File: config.mk
export PLATFORM = sky130hd
export DESIGN_NAME = nybble_prefetch
export DESIGN_NICKNAME = d
export VERILOG_FILES = /design/src/rtl/nybble_prefetch.sv
export SDC_FILE = /design/constraint.sdc
export NUM_CORES = 1
export LEC_CHECK = 0
export BUFFER_PORTS_ARGS = -buffer_cell sky130_fd_sc_hd__buf_2
export CORE_ASPECT_RATIO = 2
export CORE_MARGIN = 4
export CORE_UTILIZATION = 30
export CTS_CLUSTER_DIAMETER = 60
export DETAILED_ROUTE_END_ITERATION = 7
export PLACE_DENSITY = 0.57
export SKIP_LAST_GASP = 1
export SLEW_MARGIN = 20
export SYNTH_ARGS = -nofsm -noshare
export SYNTH_HDL_FRONTEND = slang
export SYNTH_SLANG_ARGS = --single-unit
File: constraint.sdc
create_clock -name clock -period 2.3 [get_ports clock]
set_clock_uncertainty 0.05 [all_clocks]
set_input_delay 0.69 -clock clock [delete_from_list [all_inputs] [get_ports clock]]
set_output_delay 0.69 -clock clock [all_outputs]
set_load 0.02 [all_outputs]
File: src/rtl/nybble_prefetch.sv
// nybble_prefetch
//   Instruction-byte prefetcher for the nybble CPU core. Fetches opcode bytes
//   from a byte-wide, variable-latency memory port into a small FIFO and hands
//   them to decode in order, each tagged with its byte address. Core control
//   flow restarts the fetch stream through redirect/redirect_addr.
//
// Ports
//   clock, reset_n          single clock, asynchronous active-low reset
//   redirect, redirect_addr restart fetching at redirect_addr (flushes FIFO)
//   mem_req, mem_addr       registered read request; held stable until mem_ack
//   mem_ack, mem_rdata      read completion and data (ack may come the same
//                           cycle mem_req rises)
//   ins_valid, ins_byte,    FIFO head: byte and its address
//   ins_addr
//   ins_ready               core consumes the head on this edge if ins_valid
module nybble_prefetch #(
  parameter int unsigned ADDR_W = 16,
  parameter int unsigned DEPTH  = 4
) (
  input  logic              clock,
  input  logic              reset_n,
  input  logic              redirect,
  input  logic [ADDR_W-1:0] redirect_addr,
  output logic              mem_req,
  output logic [ADDR_W-1:0] mem_addr,
  input  logic              mem_ack,
  input  logic [7:0]        mem_rdata,
  output logic              ins_valid,
  output logic [7:0]        ins_byte,
  output logic [ADDR_W-1:0] ins_addr,
  input  logic              ins_ready
);

  localparam int unsigned PW = (DEPTH > 1) ? $clog2(DEPTH) : 1;
  localparam int unsigned CW = $clog2(DEPTH) + 1;

  // IDLE : nothing in flight
  // REQ  : live request in flight; its data is pushed on ack
  // DRAIN: request made stale by a redirect; its data is dropped on ack
  typedef enum logic [1:0] {
    IDLE,
    REQ,
    DRAIN
  } state_t;

  state_t            state, state_next;
  logic [ADDR_W-1:0] f, f_next;
  logic [CW-1:0]     count, count_next;
  logic [PW-1:0]     wr_ptr, rd_ptr;
  logic [7:0]        fifo_byte [DEPTH];
  logic [ADDR_W-1:0] fifo_addr [DEPTH];
  logic              push, pop, issue_slot;
  logic              mem_req_next;
  logic [ADDR_W-1:0] mem_addr_next;

  assign ins_valid = (count != '0);
  assign ins_byte  = fifo_byte[rd_ptr];
  assign ins_addr  = fifo_addr[rd_ptr];

  // Redirect wins over both FIFO operations on the same edge.
  assign push = (state == REQ) && mem_ack && !redirect;
  assign pop  = ins_valid && ins_ready && !redirect;

  always_comb begin
    count_next = count;
    if (redirect) begin
      count_next = '0;
    end else if (push && !pop) begin
      count_next = count + CW'(1);
    end else if (pop && !push) begin
      count_next = count - CW'(1);
    end
    f_next = f;
    if (redirect) begin
      f_next = redirect_addr;
    end else if (push) begin
      f_next = f + ADDR_W'(1);
    end
  end

  // issue_slot marks an edge that leaves nothing in flight; the issue decision
  // then looks at post-edge occupancy so requests run back-to-back while the
  // FIFO has room and the FIFO can never overflow.
  always_comb begin
    state_next    = state;
    mem_req_next  = mem_req;
    mem_addr_next = mem_addr;
    issue_slot    = 1'b0;
    case (state)
      IDLE: issue_slot = 1'b1;
      REQ: begin
        if (mem_ack) begin
          issue_slot = 1'b1;
        end else if (redirect) begin
          state_next = DRAIN;
        end
      end
      DRAIN: begin
        if (mem_ack) begin
          issue_slot = 1'b1;
        end
      end
      default: state_next = IDLE;
    endcase
    if (issue_slot) begin
      if (count_next < CW'(DEPTH)) begin
        state_next    = REQ;
        mem_req_next  = 1'b1;
        mem_addr_next = f_next;
      end else begin
        state_next    = IDLE;
        mem_req_next  = 1'b0;
      end
    end
  end

  always_ff @(posedge clock or negedge reset_n) begin
    if (!reset_n) begin
      state    <= IDLE;
      f        <= '0;
      count    <= '0;
      wr_ptr   <= '0;
      rd_ptr   <= '0;
      mem_req  <= 1'b0;
      mem_addr <= '0;
    end else begin
      state    <= state_next;
      f        <= f_next;
      count    <= count_next;
      mem_req  <= mem_req_next;
      mem_addr <= mem_addr_next;
      if (redirect) begin
        wr_ptr <= '0;
        rd_ptr <= '0;
      end else begin
        if (push) wr_ptr <= wr_ptr + PW'(1);
        if (pop)  rd_ptr <= rd_ptr + PW'(1);
      end
    end
  end

  // Storage needs no reset: entries are only visible once count covers them.
  always_ff @(posedge clock) begin
    if (push) begin
      fifo_byte[wr_ptr] <= mem_rdata;
      fifo_addr[wr_ptr] <= f;
    end
  end

endmodule

==> key figures, run 1 <==
Power and ir drop
  • Logic pwr share: a little over a third
  • P_int: 6270 uW
  • NetSw: 2900 uW
  • Clock share of power: 28.8%
  • Total power: 9170 uW
  • VDD IR max: 557 uV
  • Leakage power: 0.00280 uW
  • Seq pwr share: 36.0%
  • Sw frac: between 30% and 40%
  • Pwr Density: 1220 mW/mm^2

Critical path
  • Critical Path Start: rd_ptr[0]$_DFFE_PN0P_
  • Most used cell, CP: buf_12
  • CP Class: flop to output pin
  • CP Cell Sequence: buf_12 > buf_12 > mux4_2 > buf_6
  • Top delay family on crit path: multiplexers
  • Slowest CP cell: mux4_2
  • CP max FO: 5
  • WP data required: about 1600 ps
  • Slowest cell delay on critical path: 540 ps
  • Critical Path Sink Type: output pin
  • CP Data Arrival Time: 1800 ps
  • Reg2reg start: state[1]$_DFFE_PN0P_
  • Startpoint Class: flop
  • CP Buf/Inv Count: 3

CTS
  • CTS Sinks: between 100 and 150
  • Clock root buffer: clkbuf_16
  • CTS tree: built
  • CTS Hold Bufs: 0
  • Clk buf depth: 2
  • Worst-Skew Late Latency: 420 ps
  • CTS buffer count: 17
  • Clock-pin transition on the worst setup and hold timing paths: 60 ps
  • CTS H-Tree Depth: 4

Logic synthesis
  • Netlist cell types: 44
  • Most instantiated cells after synthesis: edfxtp_1 (96), dfrtp_1 (42), mux4_2 (24)
  • Syn. warnings: 0
  • Async set or reset register ratio after synthesis: 30.4%
  • Syn Area/Cell: 17.6 sq um
  • Post-Syn Instances: 332
  • Post-Syn Nets: roughly 370
  • Count leader, synth: edfxtp_1
  • Yosys reg bits: approximately 140
  • Mapped Area: between 0.005 and 0.006 sq mm
  • Top cell type's share of synthesized area: 49.5%
  • Primary FF master, synth: edfxtp_1
  • Yosys top cell by area: edfxtp_1
  • EDFF count, synth: 96
  • Seq/Total Area, Yosys: 67.5%
  • Largest cells by area after synthesis: edfxtp_1 (49%), dfrtp_1 (18%), mux4_2 (9.3%)

GRT
  • Remaining Overflow, GRT: 0
  • First-pass GRT wire length: 19.5 mm
  • Initial antenna violation count: 0
  • Vias in the first global route: roughly 3,600
  • Largest net degree at the start of global routing: 43
  • GRT Overall Usage: 12.1%

STA
  • RSZ-0062 raised after global routing: true
  • Slew of the pin with the lowest slew margin: 432 ps
  • Max Clk Rate: ~400 MHz
  • Final Max Slew Viols: 0
  • Final hold violation count: 0
  • Fin crit period: 2540 ps
  • Final setup margin: -239 ps
  • Fin crit share: 110%
  • # setup viols final: 24
  • Slew headroom: between 70% and 80%

Die
  • Die height: around 210 um
  • Starting Density: 30.8%
  • I/O Pins: 71
  • Num rows: just over 70
  • Chip width: 107 um
  • Die ar.: about 0.022 sq mm
  • Core area: 0.0189 sq mm

Final layout
  • Fraction of layout cells with a size suffix above 1: 43.5%
  • Non-filler cells, final: 706
  • # diodes: 0
  • Final-stage net count: 479
  • Fill count: 1,732
  • Synth-to-layout area growth: 28.8%

Routing
  • DR DRC count: 0
  • Drt first pass iters: 4
  • Final ANT Viol Nets: 0
  • Vias after detailed routing: 3,176
  • Post-Route WL: 12.2 mm
  • Vias per cell: 4.50
  • Initial DRC count: 117
  • WL/cell: 17.3 um

Worst hold path
  • Hold Crit Class: input port to asynchronous set/reset pin

Place
  • Hpwl dp: 8.44 mm
  • Inst Count DP: ~670
  • PortBufs: 70
  • GPL Wtd Cong: about 0.75

Outcome
  • Status: complete, but fails checks
  • Failing checks: setup timing

Job
  • MaxCap Viol Count: 0
-- per-layer routing --
layer | global-route usage, % | up-vias | part of all wire (%)
met5 | 0 | - | 0
met4 | 6.49 | 0 | 3.2
met3 | 3.31 | 20 | 3.4
met2 | 22.6 | 70 | 58
met1 | 11.8 | 1611 | 35
li1 | - | 1475 | -
-- logic make-up (layout without fill, tap and decap cells) --
kind of cell / after synthesis / count (layout) / share of synthesized area (%)
simple gates: 73 / 73 / 8.59
mux: 46 / 46 / 14.0
compound gates: 26 / 26 / 3.07
xor+xnor: 16 / 16 / 2.40
buf+inv: 21 / 140 / 1.89
fa+ha+maj: 12 / 12 / 2.58
flops: 138 / 138 / 67.5
-- metrics by stage --
| step | TNS [ps] | hold slack [ps] | util (%) | worst slack [ps] | area, sq um |
|---|---|---|---|---|---|
| after floorplan | 0 | 344 | - | 119 | 5830 |
| after global placement | 0 | 445 | 35.4 | 27.4 | 6710 |
| after detailed placement | -77.2 | 447 | 35.4 | -20.6 | 6710 |
| after CTS | -6130 | 184 | 39.5 | -278 | 7470 |
| after global routing | -6720 | 200 | 39.6 | -314 | 7500 |
| final | -4940 | 182 | 39.6 | -239 | 7500 |
-- cell type report --
class                           instances  area [sq um]  area share (%)
Timing Repair Buffer                  100           841            11.2
Multi-Input combinational cell        173          1800            24.0
Tap cell                              255           319            4.25
Clock buffer                           19           433            5.77
Sequential cell                       138          3940            52.5
Inverter                                8          30.0           0.400
Clock inverter                         13           144            1.92
-- cell usage in the layout (no fill, tap or decap), types with 4 or more instances in the layout --
cell type   Yosys  final
clkbuf_16       0     18
mux2_2         10     10
buf_4           0     18
clkinvlp_4      0      4
and2_2          0      4
nand4_1         4      4
mux2i_1         4      4
mux2_4          8      8
mux4_2         24     24
nand3_1         5      5
dfrtp_1        42     41
ha_1           12     12
nor3_1          4      4
edfxtp_1       96     96
inv_1           8      8
xnor2_1        10     10
buf_12          0     11
buf_2           4     53
a21oi_1         5      5
buf_6           2     16
o21ai_0        12     12
xor2_1          6      6
nor2_1         14     14
nand2_1        22     22
-- worst paths after layout --
path | cells past startpoint | slack (ps) | endpoint
min in group clock | 1 | 440 | fifo_byte[3][7]$_DFFE_PP_
setup / recovery | 4 | -240 | ins_addr[12]
hold reg to reg | 1 | 460 | mem_addr[0]$_DFFE_PN0P_
hold / removal | 2 | 180 | f[9]$_DFF_PN0_
setup reg to reg | 9 | 90 | mem_addr[8]$_DFFE_PN0P_
max in group asynchronous | 2 | 1770 | rd_ptr[0]$_DFFE_PN0P_
-- state kept, by name, summed over array words and instances, names as in the netlist --
register	cells
mem_addr	16
fifo_addr	64
fifo_byte	32
state	2
count	3
wr_ptr	2
rd_ptr	2
mem_req	1
f	16
-- what timing repair did --
action                     CTS  global route
cloned                       2             1
setup buffers                4             2
setup endpoints to repair   24            26
gates resized for setup     29            13
hold endpoints to repair     0             0
-- power groups by stage --
stage	clock network, uW	registers [uW]	logic [uW]
3_3_place_gp	0	3340	2850
4_1_cts	2710	3310	3280
5_1_grt	2820	3350	3480
2_1_floorplan	0	3460	1830
6_report	2640	3300	3220
3_5_place_dp	0	3350	2920
(Power assumes the default switching activity.)
==> run 2, diff against run 1 <==
--- a/config.mk
+++ b/config.mk
@@ -12,6 +12,7 @@
 export CTS_CLUSTER_DIAMETER = 60
 export DETAILED_ROUTE_END_ITERATION = 7
 export PLACE_DENSITY = 0.57
+export RECOVER_POWER = 50
 export SKIP_LAST_GASP = 1
 export SLEW_MARGIN = 20
 export SYNTH_ARGS = -nofsm -noshare
==> key figures, run 2 (synthesized netlist as in run 1, its figures left out) <==
Routing
  • WL/cell: 17.4 um (+0.20%)
  • Drt first pass iters: 4 (unchanged)
  • Vias after detailed routing: 3,168 (-0.25%)
  • DR DRC count: 0 (unchanged)
  • Vias per cell: 4.49 (-0.25%)
  • Post-Route WL: 12.3 mm (+0.20%)
  • Initial DRC count: 111 (-5.1%)
  • Final ANT Viol Nets: 0 (unchanged)

STA
  • Max Clk Rate: 394 MHz (about the same)
  • # setup viols final: 30 (+25%)
  • Fin crit share: 110% (about the same)
  • Final Max Slew Viols: 0 (unchanged)
  • Final setup margin: -239 ps (-0.561 ps)
  • RSZ-0062 raised after global routing: true
  • Slew headroom: 28.7% (-43 points)
  • Slew of the pin with the lowest slew margin: 1070 ps (+638 ps)
  • Fin crit period: 2540 ps (+0.561 ps)
  • Final hold violation count: 0 (unchanged)
  • Setup TNS: -5250 ps (-314 ps)

Critical path
  • CP Class: flop to output pin
  • Startpoint Class: flop
  • Reg2reg start: state[1]$_DFFE_PN0P_
  • CP max FO: 5 (unchanged)
  • Slowest CP cell: mux4_2
  • Worst reg2reg path endpoint: mem_addr[8]$_DFFE_PN0P_
  • WP data required: 1560 ps (about the same)
  • CP Data Arrival Time: 1800 ps (about the same)
  • Critical Path Sink Type: output pin
  • Slowest cell delay on critical path: 540 ps (about the same)
  • Reg-to-reg slack, setup: -90 ps (-180 ps)
  • R2R cell count: 9 (unchanged)
  • Most used cell, CP: buf_12
  • CP Cell Sequence: buf_12 > buf_12 > mux4_2 > buf_6

Final layout
  • Commonest non-fill, non-tap cell in the layout: edfxtp_1
  • Most frequent cells in the layout: edfxtp_1 (96), buf_2 (45), dfrtp_1 (41)
  • Fill count: 1,744 (+0.69%)
  • Reg area: 0.00394 sq mm (unchanged)
  • Fraction of layout cells with a size suffix above 1: 40.4% (-3.1 points)
  • Largest regs: fifo_addr (64), fifo_byte (32)
  • Synth-to-layout area growth: 27.9%
  • Final-stage net count: 479 (unchanged)
  • Area occupied by multi-input gates: 0.00179 sq mm (-0.42%)
  • Fin area: 0.00745 sq mm (-0.68%)
  • Non-filler cells, final: 706 (unchanged)
  • Largest register FFs: 64 (unchanged)
  • Largest Register: fifo_addr
  • # diodes: 0 (unchanged)

Die
  • Die ar.: 0.0219 sq mm (unchanged)
  • Starting Density: 30.8% (unchanged)
  • Chip width: 107 um (unchanged)
  • Die height: 205 um (unchanged)
  • Num rows: 71 (unchanged)
  • Core area: 0.0189 sq mm (unchanged)
  • I/O Pins: 71 (unchanged)

Place
  • GPL Wtd Cong: 0.749 (unchanged)
  • PortBufs: 70 (unchanged)
  • Hpwl dp: 8.44 mm (unchanged)
  • Dpl ws: -20.6 ps (unchanged)
  • Inst Count DP: 667 (unchanged)
  • Post-DP Area: 0.00671 sq mm (unchanged)

Outcome
  • Status: complete, but fails checks
  • Failing checks: setup timing

Power and ir drop
  • Leakage power: 0.00275 uW (-1.7%)
  • Pwr Density: 1220 mW/mm^2 (+0.13%)
  • VDD IR max: 558 uV (about the same)

GRT
  • Largest net degree at the start of global routing: 43 (unchanged)
  • First-pass GRT wire length: 19.5 mm (unchanged)
  • Vias in the first global route: 3,604 (unchanged)
  • Remaining Overflow, GRT: 0 (unchanged)
  • GRT Overall Usage: 12.1% (unchanged)
  • Initial antenna violation count: 0 (unchanged)

CTS
  • CTS Sinks: 138 (unchanged)
  • Worst-Skew Late Latency: 420 ps (about the same)
  • Clock root buffer: clkbuf_16
  • CTS H-Tree Depth: 4 (unchanged)
  • Clk buf depth: 2 (unchanged)
  • CTS tree: built
  • Clock-pin transition on the worst setup and hold timing paths: 60 ps (about the same)
  • CTS buffer count: 17 (unchanged)

Worst hold path
  • Hold EP: mem_addr[0]$_DFFE_PN0P_
  • Cells on Worst Hold Path: 1
  • Hold_sp: mem_addr[0]$_DFFE_PN0P_
  • Hold Crit Class: flop to flop

Job
  • MaxCap Viol Count: 0 (unchanged)
run 2: how the worst max path moves through the flow:
stage,startpoint,endpoint,slack (ps),depth (start not counted)
5_1_grt,rd_ptr[0]$_DFFE_PN0P_,ins_addr[2],-310,4
3_5_place_dp,mem_ack,mem_addr[5]$_DFFE_PN0P_,-20,8
2_1_floorplan,rd_ptr[0]$_DFFE_PN0P_,ins_addr[10],120,3
3_3_place_gp,mem_ack,mem_addr[12]$_DFFE_PN0P_,30,6
4_1_cts,rd_ptr[0]$_DFFE_PN0P_,ins_addr[12],-280,4
6_report,rd_ptr[0]$_DFFE_PN0P_,ins_addr[12],-240,4
run 2: through the flow:
step	hold slack, ps	utilization, %	power (uW)
global route	469	39.4	9600
global placement	445	35.4	6190
finish	457	39.4	9120
CTS	184	39.5	9300
detailed placement	447	35.4	6270
floorplan	344	-	5290
run 2: final cells by class:
| cell class | count | share of cell area, % |
|---|---|---|
| flip-flops and latches | 138 | 52.8 |
| multi-input cells | 173 | 24.1 |
| repair buffers | 100 | 10.7 |
| clock buffers | 19 | 5.81 |
| well taps | 255 | 4.28 |
| clock inverters | 13 | 1.93 |
| inverters | 8 | 0.403 |
run 2: power breakdown:
part	switching, uW	internal (uW)	leakage [uW]	total [uW]
combinational	1610	1560	0.00110	3170
clock	1040	1600	0.000270	2640
sequential	248	3060	0.00138	3300
run 2: critical path: cells and delay by family, from the launching register on:
family	cells	cell delay, ps
muxes	1	540
DFF	1	440
buffers and inverters	3	400
run 2: what timing repair did:
action	4_1_cts	5_1_grt
hold buffers	0	0
gates resized for setup	29	13
pin swaps	0	0
hold endpoints to repair	0	0
cloned	2	1
setup buffers	4	2
setup endpoints to repair	24	26
run 2: routing by layer:
layer / GRT usage, % / share of wire, %
met1: 11.8 / 35
met2: 22.6 / 58
met3: 3.31 / 3.4
met4: 6.49 / 3.1
met5: 0 / 0
